File: src/rtl/io_hub.sv
// io_hub: memory-mapped LED, debounced key and down-counting timer peripheral.
// Define IO_HUB_DEBOUNCE_EN to include the per-key debounce counters.
module io_hub #(
    parameter int KEY_W        = 1,
    parameter int LED_W        = 16,
    parameter int DEBOUNCE_CYC = 16,
    parameter int TIMER_W      = 32
) (
    input  logic               clk,
    input  logic               rst,
    input  logic               ce,
    input  logic               we,
    input  logic [31:0]        addr,
    input  logic [31:0]        wtData,
    output logic [31:0]        rdData,
    input  logic [KEY_W-1:0]   key,
    output logic [LED_W-1:0]   led,
    output logic               intimer
);

    localparam logic [2:0] A_LED   = 3'd0;
    localparam logic [2:0] A_KST   = 3'd1;
    localparam logic [2:0] A_KEDGE = 3'd2;
    localparam logic [2:0] A_TCTRL = 3'd3;
    localparam logic [2:0] A_TLOAD = 3'd4;
    localparam logic [2:0] A_TCNT  = 3'd5;
    localparam logic [2:0] A_TSTAT = 3'd6;

    logic [2:0] sel;
    logic       wr;
    logic       wr_led, wr_kedge, wr_tctrl, wr_tload, wr_tstat;

    assign sel      = addr[4:2];
    assign wr       = ce & we;
    assign wr_led   = wr && (sel == A_LED);
    assign wr_kedge = wr && (sel == A_KEDGE);
    assign wr_tctrl = wr && (sel == A_TCTRL);
    assign wr_tload = wr && (sel == A_TLOAD);
    assign wr_tstat = wr && (sel == A_TSTAT);

    logic unused_addr;
    assign unused_addr = ^{addr[31:5], addr[1:0]};

    logic [LED_W-1:0] led_reg;

    always_ff @(posedge clk or posedge rst) begin
        if (rst) begin
            led_reg <= '0;
        end else if (wr_led) begin
            led_reg <= wtData[LED_W-1:0];
        end
    end

    assign led = led_reg;

    logic [KEY_W-1:0] sync1;
    logic [KEY_W-1:0] key_state;
    logic [KEY_W-1:0] key_nxt;
    logic [KEY_W-1:0] key_edge;
    logic [KEY_W-1:0] edge_clr;

`ifdef IO_HUB_DEBOUNCE_EN
    localparam int CW = $clog2(DEBOUNCE_CYC + 1);
    localparam logic [CW-1:0] CNT_LAST = CW'(DEBOUNCE_CYC - 1);

    logic [KEY_W-1:0] sync2;
    logic [CW-1:0]    cnt [KEY_W];

    always_ff @(posedge clk or posedge rst) begin
        if (rst) begin
            sync2 <= '0;
            for (int i = 0; i < KEY_W; i++) cnt[i] <= '0;
        end else begin
            sync2 <= sync1;
            for (int i = 0; i < KEY_W; i++) begin
                if (sync2[i] == key_state[i] || cnt[i] == CNT_LAST)
                    cnt[i] <= '0;
                else
                    cnt[i] <= cnt[i] + CW'(1);
            end
        end
    end

    // The last counting edge commits the synced level.
    always_comb begin
        key_nxt = key_state;
        for (int i = 0; i < KEY_W; i++) begin
            if (sync2[i] != key_state[i] && cnt[i] == CNT_LAST)
                key_nxt[i] = sync2[i];
        end
    end
`else
    logic unused_db;
    assign unused_db = ^DEBOUNCE_CYC;
    assign key_nxt   = sync1;
`endif

    assign edge_clr = wr_kedge ? wtData[KEY_W-1:0] : '0;

    always_ff @(posedge clk or posedge rst) begin
        if (rst) begin
            sync1     <= '0;
            key_state <= '0;
            key_edge  <= '0;
        end else begin
            sync1     <= key;
            key_state <= key_nxt;
            key_edge  <= (key_edge & ~edge_clr) | (key_nxt & ~key_state);
        end
    end

    logic               en, reload, ie, pend;
    logic [TIMER_W-1:0] tload, tcount;
    logic               fire;

    assign fire = en && (tcount == '0);

    always_ff @(posedge clk or posedge rst) begin
        if (rst) begin
            en     <= 1'b0;
            reload <= 1'b0;
            ie     <= 1'b0;
            tload  <= '0;
            tcount <= '0;
            pend   <= 1'b0;
        end else begin
            if (en) begin
                if (fire) begin
                    if (reload) begin
                        tcount <= tload;
                    end else begin
                        tcount <= '0;
                        en     <= 1'b0;
                    end
                end else begin
                    tcount <= tcount - TIMER_W'(1);
                end
            end
            // Register writes take priority over the counting step.
            if (wr_tctrl) begin
                en     <= wtData[0];
                reload <= wtData[1];
                ie     <= wtData[2];
                if (wtData[0] && !en) tcount <= tload;
            end
            if (wr_tload) begin
                tload <= wtData[TIMER_W-1:0];
                if (en) tcount <= wtData[TIMER_W-1:0];
            end
            pend <= fire | (pend & ~(wr_tstat & wtData[0]));
        end
    end

    assign intimer = pend & ie;

    logic [31:0] rd_mux;

    always_comb begin
        rd_mux = '0;
        case (sel)
            A_LED:   rd_mux = 32'(led_reg);
            A_KST:   rd_mux = 32'(key_state);
            A_KEDGE: rd_mux = 32'(key_edge);
            A_TCTRL: rd_mux = {29'b0, ie, reload, en};
            A_TLOAD: rd_mux = 32'(tload);
            A_TCNT:  rd_mux = 32'(tcount);
            A_TSTAT: rd_mux = {31'b0, pend};
            default: rd_mux = '0;
        endcase
    end

    assign rdData = ce ? rd_mux : '0;

endmodule
File: config.mk
export PLATFORM = sky130hd
export DESIGN_NAME = io_hub
export DESIGN_NICKNAME = d
export VERILOG_FILES = /design/src/rtl/io_hub.sv
export SDC_FILE = /design/constraint.sdc
export NUM_CORES = 1
export LEC_CHECK = 0
export BUFFER_PORTS_ARGS = -buffer_cell sky130_fd_sc_hd__buf_2
export CORE_ASPECT_RATIO = 0.75
export CORE_MARGIN = 5
export CORE_UTILIZATION = 50
export DETAILED_ROUTE_END_ITERATION = 10
export MAX_ROUTING_LAYER = met4
export PLACE_DENSITY = 0.86
export SETUP_SLACK_MARGIN = 0.2
export SLEW_MARGIN = 10
export SYNTH_ARGS = -nofsm -noshare
export SYNTH_HDL_FRONTEND = slang
export SYNTH_SLANG_ARGS = --single-unit
File: constraint.sdc
create_clock -name clk -period 8.29 [get_ports clk]
set_clock_uncertainty 0.1 [all_clocks]
set_input_delay 1.2435 -clock clk [delete_from_list [all_inputs] [get_ports clk]]
set_output_delay 1.2435 -clock clk [all_outputs]
set_load 0.02 [all_outputs]
======== Word level (Yosys, flattened, before mapping) ========
Cells that the tools add are included.
storage, ports and cells
  register bits ........................... 87
  input bits .............................. 69
  output and inout bits ................... 49
  word-level logic and storage cells ...... 52
operators by class
  add/sub/neg operators ................... 1
  equal/unequal tests ..................... 6
  multiplexer cells ....................... 14
  bitwise operators ....................... 11
  reductions and logical operators ........ 10
operators with widths
  cell                                                 count
  two-way mux 32 bit                                   8
  case mux 32 bit (7 select lines)                     1
  zero test 32 bit                                     1
  subtractor 32 x 1 -> 32 bit, second input constant   1
  equality test 3 bit, second input constant           3
  logical AND 1 bit                                    7
  bitwise AND 1 bit                                    6
  equality test 3 x 2 -> 1 bit, second input constant  2
  two-way mux 1 bit                                    5
  equality test 3 x 1 -> 1 bit, second input constant  1
  zero test 3 bit                                      1
  NOT 1 bit                                            3
  bitwise OR 1 bit                                     2
  zero test 1 bit                                      1

======== Depth between registers and ports, before layout ========
  word-level depth ........................ 8
  depth in mapped cells ................... 9
  mapped depth without buffers ............ 8

======== Least setup slack after synthesis ========
No wires, ideal clock.
  path type ............................... input -> output
  from .................................... input addr[4]
  to ...................................... output rdData[21]
  arrival time ............................ 2606 ps
  required time ........................... 6946 ps
  path slack .............................. 4340 ps
  cell stages on the path ................. 5
  buffers on the path ..................... 3
  path through ............................ clkbuf_1 > buf_1 > nand3b_1 > clkbuf_1 > nor2_1
on the way
  cells in the longest elaborated chain, start to end .. 3
  elaborated cells on any way between the ends .. 9
RTL lines
  item                                         RTL line  source
  start, declared                              13        input logic [31:0] addr,
  equality test 3 bit (tied with other cells)  160       case (sel)
  case mux 32 bit (7 select lines) *           160
  two-way mux 32 bit *                         172       assign rdData = ce ? rd_mux : '0;
  end, declared                                15        output logic [31:0] rdData,
Every way passes the cells marked *; elsewhere a longest branch is shown, timed or not.

======== Worst setup path after layout ========
  from .................................... input addr[2]
  to ...................................... output rdData[4]
The elaborated chain is that of the path after synthesis.

==> flow_summary.json <==
{
  "status": "complete, no violations",
  "synth-main-ff-cell": "dfrtp_1",
  "core-area_um2": 11000,
  "drc": 0,
  "cts_resized": 0,
  "yosys_warnings": 0,
  "cp-end-kind": "output pin",
  "hold_viol_final": 0,
  "critPathLaunchType": "primary input",
  "fill_cells": 958,
  "diodes": 0,
  "worst_pin_slew_ns": 1.12,
  "p_int_w": 0.00100,
  "grt_usage_pct": 24.2,
  "setup_viol": 0,
  "power_density_nw_per_um2": 256,
  "routed_wl_um": 15800,
  "critical_path_class": "primary input to output pin",
  "ir_drop_mv": 0.153,
  "hold-worst-slack_ns": 0.275,
  "maxCapViolations": 0,
  "vias_per_cell": 6.23,
  "yosysUniqueCellTypes": 62,
  "grt.overflow.total": 0,
  "netlist_top_cells_count": "131 x nand2_1, 87 x dfrtp_1, 63 x nor2_1, 43 x mux2_2, 33 x mux2i_1",
  "cts_tree": "yes",
  "detail_route.wl_per_cell_um": 18.5,
  "syn_avg_cell_area_um2": 8.62,
  "synthTopCellsByArea": "dfrtp_1 39%, nand2_1 8.7%, mux2_2 8.6%",
  "gp_congestion": 0.941,
  "grt_antenna_before_repair": 0,
  "rsz0062_at_grt": "false",
  "syn-instance-count": 656,
  "p_clk_share_pct": 22.9,
  "cpMaxStageDelayCell": "nor2_1",
  "hold_buffers": 0,
  "synth_area_leader_cell": "dfrtp_1",
  "io_buffer_count": 88,
  "nNetsFinal": 784,
  "die_w_um": 133,
  "leakage_nw": 2.83,
  "synth_edf_count": 0,
  "ys_seq_elements": 87,
  "p_sw_w": 0.000638,
  "ys_seq_area_share_pct": 38.5,
  "critPathArrivalTime_ns": 3.03,
  "cts_num_sinks": 87,
  "die_h_um": 102,
  "p_comb_share_pct": 33.4,
  "min_period_over_period_pct": 52.8,
  "sequentialPowerShare_pct": 43.8,
  "critPathMaxStageDelay_ns": 0.83,
  "grt_max_degree": 79,
  "cts_setup_buffers": 0,
  "relSlewSlack_pct": 24.9,
  "drtIter0Drc": 434,
  "die_area_um2": 13600,
  "path_clk_slew_ns": 0.05,
  "initial_core_util_pct": 51.5,
  "clock_latency_ns": 0.34,
  "drv_slew": 0,
  "synth_top_area_share_pct": 38.5,
  "area_growth_pct": 13.3,
  "pre_cts_ws_ns": 3.95,
  "grt_first_pass_wirelength_um": 26000,
  "firstDrtPassIters": 5,
  "hp-class": "flip-flop to flip-flop",
  "ant_nets": 0,
  "synth_area_um2": 5650,
  "num_rows": 33,
  "crit_path_cell_trace": "buf_2, buf_4, nor2_1, a22oi_1, nor2_1, buf_2",
  "root_buffer": "clkbuf_16",
  "max_freq_mhz": 229,
  "synthMostInstantiatedCell": "nand2_1",
  "fin_ws_ns": 3.91,
  "min_period_ns": 4.38,
  "crit_fanout": 40,
  "finalSetupTns_ns": 0,
  "synth.net_count": 726,
  "vias": 5339,
  "drive_gt1_share_pct": 23.2,
  "ios": 118,
  "hpwl_um": 10700,
  "numCtsBuffers": 9,
  "cts_max_level": 3,
  "r2r_slack_ns": 4.96,
  "ys_async_sr_fraction_pct": 100,
  "grt_pass1_vias": 5198,
  "swShare_pct": 38.9,
  "worstPathRequired_ns": 6.95,
  "clockBufferDepth": 2
}
cells by family (layout without fill, tap and decap cells):
logic type / Yosys count / count (layout) / synth area share [%]
adders and majority gates: 1 / 1 / 0.221
buffers and inverters: 56 / 117 / 4.18
DFF: 87 / 87 / 38.5
muxes: 77 / 77 / 14.8
xor gates and xnor gates: 21 / 21 / 3.25
and+or+nand+nor: 289 / 289 / 24.4
AOI/OAI and AO/OA: 125 / 125 / 14.6
critical path, delay by kind of cell:
kind / cells / cell delay (ns)
buffers and inverters: 3 / 0.59
AOI/OAI and AO/OA: 1 / 0.22
and+or+nand+nor: 2 / 0.97
cell usage in the layout, fill, tap and decap left out, drive strengths merged, types with 22 or more instances in the layout:
master and count:
nor2 63, mux2i 33, a31oi 22, nand3 23
buf 96, nand2 132, mux2 43, a21oi 23
o21ai 25, dfrtp 87
per-layer routing:
| layer | vias to the layer above | track usage, % | routed length, um |
|---|---|---|---|
| met1 | 2559 | 31.7 | 6970 |
| li1 | 2470 | - | - |
| met5 | - | - | 0 |
| met2 | 278 | 37.0 | 7230 |
| met3 | 32 | 6.10 | 1350 |
| met4 | 0 | 8.47 | 277 |
metrics by stage:
step / instance area (um^2) / util [%] / power [W] / std cells
2_1_floorplan: 5650 / - / 0.00110 / 656
3_3_place_gp: 6140 / 55.9 / 0.00122 / 843
3_5_place_dp: 6140 / 55.9 / 0.00126 / 843
4_1_cts: 6410 / 58.3 / 0.00164 / 857
5_1_grt: 6410 / 58.3 / 0.00174 / 857
6_report: 6410 / 58.3 / 0.00164 / 857
power by group through the flow:
stage	clock network [W]	logic [W]	registers (W)
2_1_floorplan	0	0.000427	0.000673
3_5_place_dp	0	0.000542	0.000717
6_report	0.000375	0.000548	0.000719
3_3_place_gp	0	0.000517	0.000704
4_1_cts	0.000380	0.000546	0.000710
5_1_grt	0.000396	0.000606	0.000737
layout make-up:
| cell class | count | area, um^2 | share of cell area [%] |
|---|---|---|---|
| inverter | 7 | 27.5 | 0.430 |
| clock inverter | 1 | 5.00 | 0.0781 |
| tap | 140 | 175 | 2.73 |
| timing repair buffer | 96 | 500 | 7.81 |
| sequential | 87 | 2180 | 34.0 |
| clock buffer | 13 | 260 | 4.06 |
| multi-input combinational | 513 | 3260 | 50.9 |
path summary, 6_finish.rpt:
kind                                   to       from  cells past startpoint
min in group asynchronous          led[3]        rst                      2
max in group asynchronous              en        rst                      3
worst min-delay path            key_state    key_nxt                      0
worst max-delay path            rdData[4]    addr[2]                      6
worst max register to register  tcount[7]  tcount[0]                      9
worst min register to register  key_state    key_nxt                      0
(Power assumes the default switching activity.)
